File: src/rtl/param_accum_unit_pkg.sv
// Shared definitions for the frame accumulator: FSM state encoding and
// a width helper for the operand counter.
package param_accum_unit_pkg;

    localparam logic ST_ACCUM = 1'b0;
    localparam logic ST_DONE  = 1'b1;

    typedef enum logic {
        ACCUM = ST_ACCUM,
        DONE  = ST_DONE
    } state_t;

    // Counter only needs to reach COUNT-1; keep at least one bit for COUNT=1.
    function automatic int cnt_width(input int count);
        return (count > 1) ? $clog2(count) : 1;
    endfunction

endpackage

File: src/rtl/param_half_adder.sv
// WIDTH-bit adder with carry out; sum wraps modulo 2^WIDTH.
module param_half_adder #(
    parameter int WIDTH = 4
) (
    input  logic [WIDTH-1:0] a,
    input  logic [WIDTH-1:0] b,
    output logic [WIDTH-1:0] sum,
    output logic             carry
);

    assign {carry, sum} = {1'b0, a} + {1'b0, b};

endmodule

File: src/rtl/param_accum_unit.sv
// Frame accumulator: sums COUNT operands through a fed-back half adder,
// counts dropped carries, and hands one result per frame downstream.
module param_accum_unit
    import param_accum_unit_pkg::*;
#(
    parameter  int WIDTH = 4,
    parameter  int COUNT = 4,
    localparam int CW    = $clog2(COUNT + 1)
) (
    input  logic             clk,
    input  logic             reset,
    input  logic             in_valid,
    output logic             in_ready,
    input  logic [WIDTH-1:0] in_data,
    output logic             out_valid,
    input  logic             out_ready,
    output logic [WIDTH-1:0] out_sum,
    output logic [CW-1:0]    out_carries,
    output logic             out_overflow
);

    localparam int              CNTW     = cnt_width(COUNT);
    localparam logic [CNTW-1:0] LAST_CNT = CNTW'(COUNT - 1);

    state_t           state_reg;
    logic [WIDTH-1:0] acc_reg;
    logic [CNTW-1:0]  cnt_reg;
    logic [CW-1:0]    carries_reg;
    logic             in_ready_reg;
    logic             out_valid_reg;
    logic [WIDTH-1:0] out_sum_reg;
    logic [CW-1:0]    out_carries_reg;
    logic             out_overflow_reg;

    logic [WIDTH-1:0] ha_sum;
    logic             ha_carry;
    logic [CW-1:0]    carries_next;

    param_half_adder #(.WIDTH(WIDTH)) ha (
        .a     (acc_reg),
        .b     (in_data),
        .sum   (ha_sum),
        .carry (ha_carry)
    );

    assign carries_next = carries_reg + CW'(ha_carry);

    always_ff @(posedge clk) begin
        if (reset) begin
            state_reg        <= ACCUM;
            acc_reg          <= '0;
            cnt_reg          <= '0;
            carries_reg      <= '0;
            in_ready_reg     <= 1'b1;
            out_valid_reg    <= 1'b0;
            out_sum_reg      <= '0;
            out_carries_reg  <= '0;
            out_overflow_reg <= 1'b0;
        end else begin
            case (state_reg)
                ACCUM: begin
                    if (in_valid) begin
                        acc_reg     <= ha_sum;
                        carries_reg <= carries_next;
                        if (cnt_reg == LAST_CNT) begin
                            // Result is registered on the accepting edge so
                            // out_valid rises one cycle after the last operand.
                            cnt_reg          <= '0;
                            state_reg        <= DONE;
                            in_ready_reg     <= 1'b0;
                            out_valid_reg    <= 1'b1;
                            out_sum_reg      <= ha_sum;
                            out_carries_reg  <= carries_next;
                            out_overflow_reg <= |carries_next;
                        end else begin
                            cnt_reg <= cnt_reg + 1'b1;
                        end
                    end
                end
                DONE: begin
                    if (out_ready) begin
                        state_reg        <= ACCUM;
                        acc_reg          <= '0;
                        cnt_reg          <= '0;
                        carries_reg      <= '0;
                        in_ready_reg     <= 1'b1;
                        out_valid_reg    <= 1'b0;
                        out_sum_reg      <= '0;
                        out_carries_reg  <= '0;
                        out_overflow_reg <= 1'b0;
                    end
                end
                default: state_reg <= ACCUM;
            endcase
        end
    end

    assign in_ready     = in_ready_reg;
    assign out_valid    = out_valid_reg;
    assign out_sum      = out_sum_reg;
    assign out_carries  = out_carries_reg;
    assign out_overflow = out_overflow_reg;

endmodule
File: config.mk
export PLATFORM = sky130hd
export DESIGN_NAME = param_accum_unit
export DESIGN_NICKNAME = d
export VERILOG_FILES = /design/src/rtl/param_accum_unit_pkg.sv /design/src/rtl/param_half_adder.sv /design/src/rtl/param_accum_unit.sv
export SDC_FILE = /design/constraint.sdc
export NUM_CORES = 1
export LEC_CHECK = 0
export CORE_UTILIZATION = 53
export CTS_BUF_LIST = sky130_fd_sc_hd__clkbuf_4 sky130_fd_sc_hd__clkbuf_8
export CTS_CLUSTER_DIAMETER = 100
export DETAILED_ROUTE_END_ITERATION = 10
export GPL_TIMING_DRIVEN = 0
export PLACE_DENSITY = 0.8
export SLEW_MARGIN = 20
export SYNTH_ARGS = -nofsm -noshare
export SYNTH_HDL_FRONTEND = slang
export SYNTH_SLANG_ARGS = --single-unit
File: constraint.sdc
create_clock -name clk -period 2.84 [get_ports clk]
set_clock_uncertainty 0.15 [all_clocks]
set_input_delay 0.568 -clock clk [delete_from_list [all_inputs] [get_ports clk]]
set_output_delay 0.568 -clock clk [all_outputs]
set_load 0.01 [all_outputs]
==> flow_summary_export.csv <==
group,metric,value,unit
placed_design,place.gp.congestion,0.777,
setup_path,worstPathCellList,"clkdlybuf4s50_1 > ha_1 > fa_2 > a21o_1 > a21o_1 > ha_1 > ha_1 > mux2i_1 > o22a_1 > nor2_1",
die,start_util,57.1,%
yosys,synth_top_area_share,40.2,%
grt,overflow,0,
detailed_routing,dr.max_layer_used,"met4",
yosys,syn_area,997,um^2
power,p_sw_share,24.0,%
layout,post-route-cell-area,0.00124,mm^2
placed_design,hpwl,1490,um
status,status,"completed",
setup_path,cpMaxStageDelayCell,"clkdlybuf4s50_1",
cts,cts_tree,"yes",
cts,numCtsBuffers,3,
setup_path,cp-startpoint,"in_data[0]",
cts,clock_latency,0.32,ns
cts,htreeDepth,1,
layout,fill_cells,134,
yosys,synth.most_common_cell,"dfxtp_1",
die,design.core.area,0.00175,mm^2
detailed_routing,dr.pass1.iters,4,
setup_path,r2r-start,"acc_reg[0]",
die,fp.dieW,45.4,um
min_path,min_from,"in_ready",
placed_design,port_buffers,16,
sta,tns,0,ns
setup_path,crit_arrival,2.82,ns
sta,fin_crit_sh,97.8,%
cts,clockRootBuffer,"clkbuf_4",
layout,utilization,71.3,%
layout,drive_above_1_share,9.32,%
power,cellPowerDensity,519,mW/mm^2
power,p_sw,155,uW
yosys,synth-edff-count,0,
sta,rsz0062_at_grt,"no",
sta,fmax,0.360,GHz
job,cap_violations,0,
cts,clkTransAtPathRegs,0.13,ns
yosys,ys_ff_latch,20,
setup_path,cp.required,2.88,ns
power,combPwrFrac,16.4,%
yosys,ys_async_sr_fraction,0,%
detailed_routing,dr_wl_met2,1030,um
setup_path,critPathMaxStageDelay,0.41,ns
layout,syn_to_final_growth,24.7,%
sta,slew_violations,0,
setup_path,crit_type,"input port to flip-flop",
yosys,synth_commonest_cells,"dfxtp_1 (20), ha_1 (7), a21oi_1 (6), nand2_1 (6), nor2_1 (6)",
cts,postCtsSetupBuffers,0,
detailed_routing,avgRoutedWirePerCell,14.8,um
detailed_routing,wl_met3,91,um
sta,max-slew-margin-rel,67.4,%
yosys,yosysSeqAreaShare,40.2,%
placed_design,placed_cell_area,0.00119,mm^2
setup_path,path_delay_family,"adder cells",
detailed_routing,routed-via-count,815,
detailed_routing,ant_nets,0,
setup_path,crit_path_start_kind,"input port",
yosys,ys_warn_count,0,
yosys,synth.area.top_cells,"dfxtp_1 (40%), ha_1 (8.8%), mux2i_1 (5.0%)",
layout,fin_nets,135,
setup_path,cp_num_buf_inv,1,
yosys,synth_area_leader_cell,"dfxtp_1",
grt,grt_first_pass_wirelength,3170,um
die,die_h,45.4,um
die,rows,15,
sta,setup_slack,0.0636,ns
yosys,synth_cells,98,
placed_design,place_ws,-0.298,ns
layout,multiInputGateArea,553,um^2
setup_path,end_kind,"flip-flop",
power,pwr-share-clk,36.9,%
grt,grt_pass1_vias,715,
yosys,ys.flop_type,"dfxtp_1",
yosys,ys_types,36,
die,ios,18,
min_path,min_path_type,"flip-flop to flip-flop",
yosys,syn_area_per_cell,10.2,um^2
detailed_routing,via_per_inst,5.70,
setup_path,crit_path_frequent_cell,"ha_1",
power,ir_drop,467,uV
power,p_leak,0.560,nW
power,internal_power,491,uW
detailed_routing,drcViolationCount,0,
layout,register_area,400,um^2
grt,antenna_found_initial,0,
sta,min_period,2.78,ns
layout,num_antenna_cells,0,
detailed_routing,first_iter_violations,23,
cts,cts.sinks,20,
grt,grt_usage,22.6,%
sta,hold_violations,0,
sta,tightest_slew,0.476,ns
sta,finalSetupViolCount,0,
cts,cts_hold_buf,0,
die,die_area,0.00206,mm^2
power,p_seq_share,46.7,%
grt,grt_max_degree,13,
cts,clock_path_buffers,2,
yosys,syn_nets,114,
setup_path,path_max_fanout,3,
detailed_routing,met1_length,949,um
detailed_routing,wirelength,2120,um
through the flow:
step / power [mW] / hold WS [ns] / std cells
after floorplan: 0.381 / 0.286 / 98
after global placement: 0.408 / 0.283 / 139
after detailed placement: 0.412 / 0.294 / 139
after CTS: 0.649 / 0.316 / 143
after global routing: 0.674 / 0.342 / 143
final: 0.646 / 0.312 / 143
cell type report:
class                      count  share of cell area (%)
buffer                         5                    3.12
clock inverter                 1                    2.41
tap                           25                    2.52
timing repair buffer          16                    12.9
multi-input combinational     71                    44.5
sequential                    20                    32.2
clock buffer                   3                    1.81
inverter                       2                   0.604
logic make-up after synthesis:
logic type,after synthesis,share of synthesized area [%]
compound gates,25,18.7
xor+xnor,3,2.64
fa+ha+maj,8,10.8
buf+inv,7,4.64
flops,20,40.2
mux,5,5.02
simple gates,30,18.1
placed cells by master, fill, tap and decap left out, types with 2 or more instances in the layout:
cell / count
a22o_1: 5
nand2_1: 6
nand4_1: 2
clkdlybuf4s50_1: 16
nand3_1: 4
dfxtp_1: 20
clkbuf_4: 3
ha_1: 7
inv_1: 2
nor2_1: 6
mux2i_1: 5
o22a_1: 4
buf_6: 2
a21oi_1: 6
a21o_1: 5
xor2_1: 2
routing by layer:
layer,vias up,track usage (%)
met5,-,0
met3,7,7.94
met4,0,10.9
met2,28,37.1
li1,400,-
met1,380,26.1
worst min-delay path: cells and delay by family, from the launching register on:
kind,cells,cell delay [ns]
AO/OA/AOI/OAI,1,0.05
flip-flops,1,0.34
buffers and inverters,1,0.05
power groups by stage:
stage	clock [mW]	combinational (mW)	sequential [mW]
2_1_floorplan	0	0.0736	0.307
3_3_place_gp	0	0.100	0.308
3_5_place_dp	0	0.104	0.308
4_1_cts	0.242	0.105	0.302
5_1_grt	0.254	0.117	0.303
6_report	0.238	0.106	0.302
worst paths after layout:
check	cells past startpoint	end	slack [ns]
hold / removal	2	in_ready	0.31
hold reg to reg	2	in_ready	0.31
setup reg to reg	9	carries_reg[1]	0.39
setup / recovery	10	carries_reg[1]	0.06
timing repair:
| action | 4_1_cts | 5_1_grt |
|---|---|---|
| setup endpoints to repair | 0 | 1 |
| hold endpoints to repair | 0 | 0 |
| gates resized for setup | 0 | 1 |
No activity file was read; power rests on OpenSTA's default activity.
